## config.mk

```make
export PLATFORM = sky130hd
export DESIGN_NAME = neighbor_rule_pipe
export DESIGN_NICKNAME = d
export VERILOG_FILES = /design/src/rtl/neighbor_rule_pipe.sv
export SDC_FILE = /design/constraint.sdc
export NUM_CORES = 1
export LEC_CHECK = 0
export CAP_MARGIN = 20
export CORE_MARGIN = 5
export CORE_UTILIZATION = 35
export CTS_BUF_LIST = sky130_fd_sc_hd__clkbuf_16
export DETAILED_ROUTE_END_ITERATION = 12
export GPL_TIMING_DRIVEN = 0
export SYNTH_ARGS = -nofsm -noshare
export SYNTH_HDL_FRONTEND = slang
export SYNTH_SLANG_ARGS = --single-unit
```

## constraint.sdc

```tcl
create_clock -name clk -period 4.9 [get_ports clk]
set_clock_uncertainty 0.05 [all_clocks]
set_input_delay 0.49 -clock clk [delete_from_list [all_inputs] [get_ports clk]]
set_output_delay 0.49 -clock clk [all_outputs]
set_load 0.02 [all_outputs]
```

## src/rtl/neighbor_rule_pipe.sv

```systemverilog
// Pipelined live-neighbor counter with a configurable birth/survive rule.
// A registered pairwise adder tree counts the neighbor bits. A registered rule
// stage then produces the next cell state. All stages stall together whenever
// the output beat is held.
module neighbor_rule_pipe #(
  parameter int unsigned N_NEIGHBORS = 8,
  localparam int unsigned CNT_W = $clog2(N_NEIGHBORS + 1),
  parameter logic [N_NEIGHBORS:0] DEF_BIRTH = (N_NEIGHBORS + 1)'(1) << 3,
  parameter logic [N_NEIGHBORS:0] DEF_SURVIVE = ((N_NEIGHBORS + 1)'(1) << 2) |
                                               ((N_NEIGHBORS + 1)'(1) << 3)
) (
  input  logic                   clk,
  input  logic                   rst,
  input  logic                   cfg_load,
  input  logic [N_NEIGHBORS:0]   cfg_birth,
  input  logic [N_NEIGHBORS:0]   cfg_survive,
  input  logic                   in_valid,
  output logic                   in_ready,
  input  logic                   in_state,
  input  logic [N_NEIGHBORS-1:0] in_neighbors,
  output logic                   out_valid,
  input  logic                   out_ready,
  output logic [CNT_W-1:0]       out_count,
  output logic                   out_next_state,
  output logic                   out_changed,
  output logic                   busy
);

  localparam int unsigned LVL = $clog2(N_NEIGHBORS);

  // Operand count entering adder level l.
  function automatic int unsigned lvl_in(input int unsigned l);
    int unsigned n;
    n = N_NEIGHBORS;
    for (int unsigned k = 0; k < l; k++) n = (n + 1) / 2;
    return n;
  endfunction

  // Sum count produced by adder level l.
  function automatic int unsigned lvl_cnt(input int unsigned l);
    return (lvl_in(l) + 1) / 2;
  endfunction

  // Position of level l's first sum within the flattened tree vector.
  function automatic int unsigned lvl_off(input int unsigned l);
    int unsigned off;
    off = 0;
    for (int unsigned k = 0; k < l; k++) off += lvl_cnt(k);
    return off;
  endfunction

  localparam int unsigned TOT = lvl_off(LVL);

  // Every tree level is kept at CNT_W bits. The value never exceeds N_NEIGHBORS,
  // so the upper bits of the early levels are constant zero. Synthesis trims
  // them away.
  logic [TOT*CNT_W-1:0]   r_tree;
  logic [TOT*CNT_W-1:0]   w_tree;
  logic [LVL-1:0]         r_vld;
  logic [LVL-1:0]         r_st;
  logic                   r_out_vld;
  logic [CNT_W-1:0]       r_out_cnt;
  logic                   r_out_next;
  logic                   r_out_chg;
  logic [N_NEIGHBORS:0]   r_birth;
  logic [N_NEIGHBORS:0]   r_survive;

  logic                   w_adv;
  logic                   w_acc;
  logic [N_NEIGHBORS-1:0] w_nb;
  logic                   w_st;
  logic [CNT_W-1:0]       w_cnt;
  logic                   w_rule;
  logic                   w_next;

  assign w_adv    = !r_out_vld || out_ready;
  assign in_ready = w_adv;
  assign w_acc    = in_valid && w_adv;
  // Idle beats enter as zeros, so don't-care inputs never reach the outputs.
  assign w_nb     = in_neighbors & {N_NEIGHBORS{in_valid}};
  assign w_st     = in_state & in_valid;

  for (genvar l = 0; l < LVL; l++) begin : g_lvl
    for (genvar i = 0; i < lvl_cnt(l); i++) begin : g_sum
      localparam int unsigned OO = lvl_off(l) + i;
      if (l == 0) begin : g_leaf
        if (2 * i + 1 < N_NEIGHBORS) begin : g_pair
          assign w_tree[OO*CNT_W +: CNT_W] = CNT_W'(w_nb[2*i]) + CNT_W'(w_nb[2*i+1]);
        end else begin : g_pass
          assign w_tree[OO*CNT_W +: CNT_W] = CNT_W'(w_nb[2*i]);
        end
      end else begin : g_node
        localparam int unsigned OI = lvl_off(l) - lvl_in(l);
        if (2 * i + 1 < lvl_in(l)) begin : g_pair
          assign w_tree[OO*CNT_W +: CNT_W] = r_tree[(OI+2*i)*CNT_W +: CNT_W] +
                                             r_tree[(OI+2*i+1)*CNT_W +: CNT_W];
        end else begin : g_pass
          assign w_tree[OO*CNT_W +: CNT_W] = r_tree[(OI+2*i)*CNT_W +: CNT_W];
        end
      end
    end
  end

  // Rule lookup on the final tree sum. The result is forced low for a bubble.
  always_comb begin
    w_cnt  = r_tree[(TOT-1)*CNT_W +: CNT_W];
    w_rule = r_st[LVL-1] ? r_survive[w_cnt] : r_birth[w_cnt];
    w_next = w_rule & r_vld[LVL-1];
  end

  // Rule mask registers. A load takes effect after the edge that captures it.
  always_ff @(posedge clk or negedge rst) begin
    if (!rst) begin
      r_birth   <= DEF_BIRTH;
      r_survive <= DEF_SURVIVE;
    end else if (cfg_load) begin
      r_birth   <= cfg_birth;
      r_survive <= cfg_survive;
    end
  end

  // Adder-tree and rule-stage pipeline. All stages advance together under w_adv.
  always_ff @(posedge clk or negedge rst) begin
    if (!rst) begin
      r_tree     <= '0;
      r_vld      <= '0;
      r_st       <= '0;
      r_out_vld  <= 1'b0;
      r_out_cnt  <= '0;
      r_out_next <= 1'b0;
      r_out_chg  <= 1'b0;
    end else if (w_adv) begin
      r_tree   <= w_tree;
      r_vld[0] <= w_acc;
      r_st[0]  <= w_st;
      for (int unsigned k = 1; k < LVL; k++) begin
        r_vld[k] <= r_vld[k-1];
        r_st[k]  <= r_st[k-1];
      end
      r_out_vld  <= r_vld[LVL-1];
      r_out_cnt  <= w_cnt;
      r_out_next <= w_next;
      r_out_chg  <= w_next ^ r_st[LVL-1];
    end
  end

  assign out_valid      = r_out_vld;
  assign out_count      = r_out_cnt;
  assign out_next_state = r_out_next;
  assign out_changed    = r_out_chg;
  assign busy           = (|r_vld) | r_out_vld;

endmodule

```

==> results of run 1 <==
layout make-up:
cell class | count | area share [%]
Tap cell | 80 | 3.30
Inverter | 12 | 1.48
Timing Repair Buffer | 40 | 13.3
Sequential cell | 49 | 40.5
Buffer | 10 | 2.39
Clock buffer | 5 | 4.12
Multi-Input combinational cell | 114 | 33.6
Clock inverter | 3 | 1.24
through the flow:
stage                     util [%]  hold WS (ns)  instance area, um^2  power (W)  worst slack, ns
final                         45.4        0.0543                 3040    0.00155             1.95
after global routing          45.4        0.0897                 3040    0.00165             1.85
after CTS                     45.4        0.0691                 3040    0.00157             1.93
after detailed placement      43.0         0.375                 2870    0.00119             1.94
after global placement        42.8         0.416                 2860    0.00118             1.80
after floorplan                  -         0.144                 2370   0.000992             3.16
where the power goes:
group          leakage [nW]  internal [W]  switching (W)
Sequential            0.589      0.000520      0.0000741
Combinational         0.628      0.000314       0.000263
Clock                0.0826      0.000237       0.000142
kinds of logic (layout without fill, tap and decap cells):
kind of cell,Yosys count,in the layout,synth area share [%]
flops,49,49,51.9
simple gates,41,41,10.4
mux,39,39,19.4
buf+inv,22,70,4.97
compound gates,21,21,5.65
fa+ha+maj,12,12,7.29
xor+xnor,1,1,0.370
critical path: cells and delay by family:
family / cells / cell delay [ns]
buf+inv: 4 / 1.68
simple gates: 1 / 0.22
Yosys cell counts (2+ instances only):
cell	number
dfrtp_1	46
mux2_2	35
inv_1	12
a21oi_1	9
and2_1	9
ha_1	9
nor2_1	9
o21ai_0	7
nand2_1	6
buf_6	4
clkbuf_1	3
dfstp_2	3
fa_1	3
mux2i_1	2
mux4_2	2
nand2b_1	2
nand3_1	2
nand4_1	2
sequential cells by signal (all words and copies together) (netlist names):
| register | cells |
|---|---|
| out_changed | 1 |
| out_count | 4 |
| out_next_state | 1 |
| out_valid | 1 |
| r_birth | 9 |
| r_st | 3 |
| r_survive | 9 |
| r_tree | 18 |
| r_vld | 3 |
worst max-delay path by stage:
| stage | from | end |
|---|---|---|
| finish | out_ready | in_ready |
| global route | out_ready | in_ready |
| CTS | out_ready | in_ready |
| detailed placement | out_ready | in_ready |
| global placement | rst | r_tree[4] |
| floorplan | out_ready | in_ready |
metal layers:
metal | wire length [um] | part of all wire (%) | vias up | GRT usage (%)
met1 | 2160 | 48 | 746 | 16.3
met2 | 2100 | 47 | 28 | 17.2
met4 | 96 | 2.1 | 0 | 5.20
met3 | 144 | 3.2 | 8 | 2.71
met5 | 0 | 0 | - | 0
li1 | - | - | 735 | -
==> reports/results.tsv, run 1 <==
stage	metric	value	unit
outcome	status	finished clean	
yosys	Avg Cell Area, Syn	12.8	um^2
sta	Final Hold Fails	0	
route	vias	1517	
worst_setup_path	R2R setup slack	3.20	ns
route	antenna-violating nets left	0	
layout	most common cell after layout, fill and taps aside	dfrtp_1	
yosys	area leader, netlist	dfrtp_1	
sta	setup TNS	0	ns
sta	Relative slew margins	63.4	%
layout	diode count	0	
floorplanning	initial core utilization	35.4	%
worst_setup_path	Crit Path Max Fanout	10	
worst_setup_path	crit-path cells	clkdlybuf4s50_1 -> nand2b_1 -> buf_6 -> clkbuf_1 -> clkdlybuf4s50_1	
layout	footprint of the multi-input gates	1020	um^2
worst_setup_path	Setup crit start kind	input port	
layout	final non-filler cell total	313	
cts	Worst-path clk slew	0.06	ns
power	PwrDens	510	nW/um^2
worst_setup_path	CP Capture Type	primary output	
grt	overall routing resource usage	11.7	%
layout	synthesis-to-finish area growth	28.2	%
sta	actual slew at the worst max-slew pin	0.548	ns
floorplanning	core area	6680	um^2
layout	Seq. cell area	1230	um^2
yosys	Post-Syn Nets	229	
cts	CTS buffer count	5	
yosys	area fraction of the dominant cell type after synthesis	48.6	%
cts	Skew-Pair Late Insertion Delay	0.29	ns
layout	most frequent cells in the layout	dfrtp_1, clkdlybuf4s50_1, mux2_2	
floorplanning	io pins	41	
yosys	top post-synthesis cells by area	dfrtp_1, mux2_2, ha_1	
cts	Longest Clk Path Bufs	2	
floorplanning	Die Height	92.3	um
worst_setup_path	r2r endpoint	out_changed	
worst_setup_path	Max stage delay on crit path	0.69	ns
grt	vias in the first global route	1606	
yosys	Async SR Flop Fraction	100	%
sta	Tcrit/Tclk final	60.1	%
worst_setup_path	r2r startpoint	r_tree[24]	
yosys	Yosys cell types	38	
power	Lkg Pwr	1.30	nW
cts	TritonCTS clock tree	built	
worst_setup_path	worst r2r path cells	5	
placement	placer congestion estimate	0.696	
grt	largest net degree at the start of global routing	36	
sta	RSZ-0062 raised after global routing	no	
cts	post-CTS resize count	0	
cts	hold buffers post-CTS	0	
grt	initial antenna violation count	0	
worst_setup_path	Worst Setup Path Type	input port to primary output	
floorplanning	Die X	92.3	um
worst_setup_path	critical path's slowest cell	clkdlybuf4s50_1	
yosys	Post-Synthesis Cells	185	
cts	Setup Buffers After CTS	0	
worst_setup_path	Arrival @ worst endpoint	2.41	ns
yosys	sequential cell area fraction in the yosys report	51.9	%
floorplanning	row count	30	
cts	clock sink count	49	
grt	first-pass GRT wire length	7.79	mm
placement	port bufs	39	
placement	placed cells	305	
route	via/cell ratio	4.85	
sta	Setup Viol. Count Final	0	
route	wire length per cell	14.4	um
worst_setup_path	most used cell, CP	clkdlybuf4s50_1	
cts	CTS root buffer	clkbuf_16	
placement	post-DP HPWL	3.32	mm
floorplanning	die footprint	8510	um^2
yosys	Most used DFF post-synth	dfrtp_1	
power	worst vdd ir	0.000239	V
sta	fmax	340	MHz
yosys	Netlist Area Pre-Place	2370	um^2
min_path	Hold WC Path Type	input port to async pin	
layout	nets@finish	276	
layout	Fill cells	634	
route	Pre-Repair DR Iteration Count	4	
route	drt total wl	4.50	mm
cts	H-tree lvl count	2	
yosys	number of synthesized flops with an enable pin	0	
sta	crit path time final	2.95	ns
layout	fraction of layout cells with a size suffix above 1	25.8	%
yosys	Yosys reg bits	49	
grt	GRT overflow	0	
route	# DRC	0	
sta	Max Slew Vio Count	0	
route	initial drt markers	74	
yosys	Ys Warns	0	
flow_run	max cap viols	0	
worst_setup_path	Critical Path RT	4.36	ns
(Power assumes the default switching activity.)
==> inputs of run 2 (changes only) <==
- clock period: 4.9 -> 2.7 ns (I/O delays scaled with it)
==> run 2 against run 1 <==
  * Clock power up 82%
  * Cell count up 0.32%
  * Core utilization up 0.15 points
  * Cell area up 0.33%
  * Flip-flop and latch count unchanged
  * Global-route usage about the same
  * Power up 82%
  * Worst hold slack better by 0.30 ns
  * Combinational power up 82%
  * Sequential power up 82%
  * Non-clock buffer count up 1
  * Critical path type unchanged
  * Critical endpoint unchanged
  * Largest power group unchanged
==> reports/results.tsv, run 2 (synthesis gave the netlist of run 1 again) <==
stage	metric	value	unit
floorplanning	initial core utilization	35.4	%
sta	Relative slew margins	63.5	%
worst_setup_path	Critical Path RT	2.38	ns
layout	biggest regs	r_tree: 18 flops, r_birth: 9 flops, r_survive: 9 flops	
sta	actual slew at the worst max-slew pin	0.548	ns
route	Highest Signal Layer	met4	
power	PwrDens	924	nW/um^2
sta	fmax	399	MHz
flow_run	max cap viols	0	
cts	clock sink count	49	
worst_setup_path	Crit Path Max Fanout	10	
layout	most frequent cells in the layout	dfrtp_1, clkdlybuf4s50_1, mux2_2	
worst_setup_path	Worst Setup Path Type	input port to primary output	
grt	vias in the first global route	1608	
floorplanning	Die Height	92.3	um
cts	post-CTS resize count	0	
placement	port bufs	39	
sta	crit path time final	2.51	ns
route	Pre-Repair DR Iteration Count	4	
route	metal2 WL	2.10	mm
sta	Tcrit/Tclk final	92.8	%
power	Sw Share	30.9	%
power	Clk pwr share	24.4	%
grt	first-pass GRT wire length	7.80	mm
route	met3 WL post-DR	142	um
layout	nets@finish	277	
layout	number of flip-flops under the largest register name	18	
cts	hold buffers post-CTS	1	
sta	RSZ-0062 raised after global routing	no	
route	vias	1522	
cts	CTS buffer count	5	
grt	overall routing resource usage	11.7	%
route	initial drt markers	55	
layout	diode count	0	
worst_setup_path	Setup crit start kind	input port	
power	Gate power share	37.3	%
cts	Worst-path clk slew	0.06	ns
placement	post-DP HPWL	3.32	mm
layout	fraction of layout cells with a size suffix above 1	25.6	%
sta	Final Hold Fails	0	
floorplanning	core area	6680	um^2
floorplanning	io pins	41	
power	Psw	0.000870	W
power	Int Power	0.00194	W
sta	Hold WS	0.356	ns
layout	Fill cells	633	
cts	TritonCTS clock tree	built	
outcome	status	finished clean	
power	worst vdd ir	0.000433	V
floorplanning	Die X	92.3	um
worst_setup_path	Arrival @ worst endpoint	2.19	ns
route	drt total wl	4.50	mm
sta	Max Slew Vio Count	0	
route	met1 wire length	2.16	mm
placement	placer congestion estimate	0.696	
floorplanning	row count	30	
grt	initial antenna violation count	0	
cts	CTS root buffer	clkbuf_16	
route	antenna-violating nets left	0	
sta	setup TNS	0	ns
layout	synthesis-to-finish area growth	28.6	%
sta	Setup Viol. Count Final	0	
cts	H-tree lvl count	2	
route	wire length per cell	14.3	um
worst_setup_path	CP Capture Type	primary output	
floorplanning	die footprint	8510	um^2
route	via/cell ratio	4.85	
cts	Setup Buffers After CTS	0	
cts	Skew-Pair Late Insertion Delay	0.29	ns
power	sequential group share of total power	38.3	%
route	# DRC	0	
layout	most common cell after layout, fill and taps aside	dfrtp_1	
layout	Biggest register	r_tree	
min_path	Hold WC Path Type	input port to register	
power	Lkg Pwr	1.30	nW
grt	largest net degree at the start of global routing	36	
grt	GRT overflow	0	
cts	Longest Clk Path Bufs	2	
==> run 2: worst max-delay path, cell delays in order <==
cell and delay [ns]:
clkdlybuf4s50_1 0.44, nand2b_1 0.22, buf_6 0.18, clkbuf_1 0.37, clkdlybuf4s50_1 0.69
==> run 2: final cells by class <==
type	count	area [um^2]	area share, %
buffer	10	72.6	2.38
clock buffer	5	125	4.11
clock inverter	3	37.5	1.23
inverter	12	45.0	1.48
multi-input combinational	114	1020	33.5
sequential	49	1230	40.4
tap	80	100	3.29
timing repair buffer	41	415	13.6
==> run 2: path summary, 6_finish.rpt <==
| check | endpoint | slack [ns] | cells after the start | start |
|---|---|---|---|---|
| max | in_ready | 0.19 | 5 | out_ready |
| min | r_survive[4] | 0.36 | 2 | cfg_load |
| max reg2reg | out_changed | 1.00 | 5 | r_tree[24] |
| min reg2reg | r_st[2] | 0.44 | 2 | r_st[1] |
| max in group asynchronous | r_birth[3] | 1.68 | 3 | rst |
| min in group asynchronous | r_survive[4] | 0.37 | 2 | rst |
==> run 2: layer usage <==
metal	global-route usage (%)	vias to the layer above
met5	0	-
met1	16.3	748
li1	-	737
met3	2.71	8
met2	17.2	29
met4	5.20	0
==> run 2: power groups by stage <==
stage	Sequential (W)	Clock (W)	Combinational, W
2_1_floorplan	0.00111	0	0.000686
3_3_place_gp	0.00109	0	0.00105
3_5_place_dp	0.00109	0	0.00106
4_1_cts	0.00108	0.000704	0.00107
5_1_grt	0.00111	0.000732	0.00116
6_report	0.00108	0.000688	0.00105
==> run 2: through the flow <==
stage	utilization (%)	instances	power (W)	area, um^2	setup slack (ns)
after CTS	45.6	314	0.00285	3050	0.171
after detailed placement	43.0	305	0.00216	2870	0.181
final	45.6	314	0.00281	3050	0.194
after floorplan	-	185	0.00180	2370	1.10
after global placement	42.8	304	0.00214	2860	-0.177
after global routing	45.6	314	0.00300	3050	0.0895
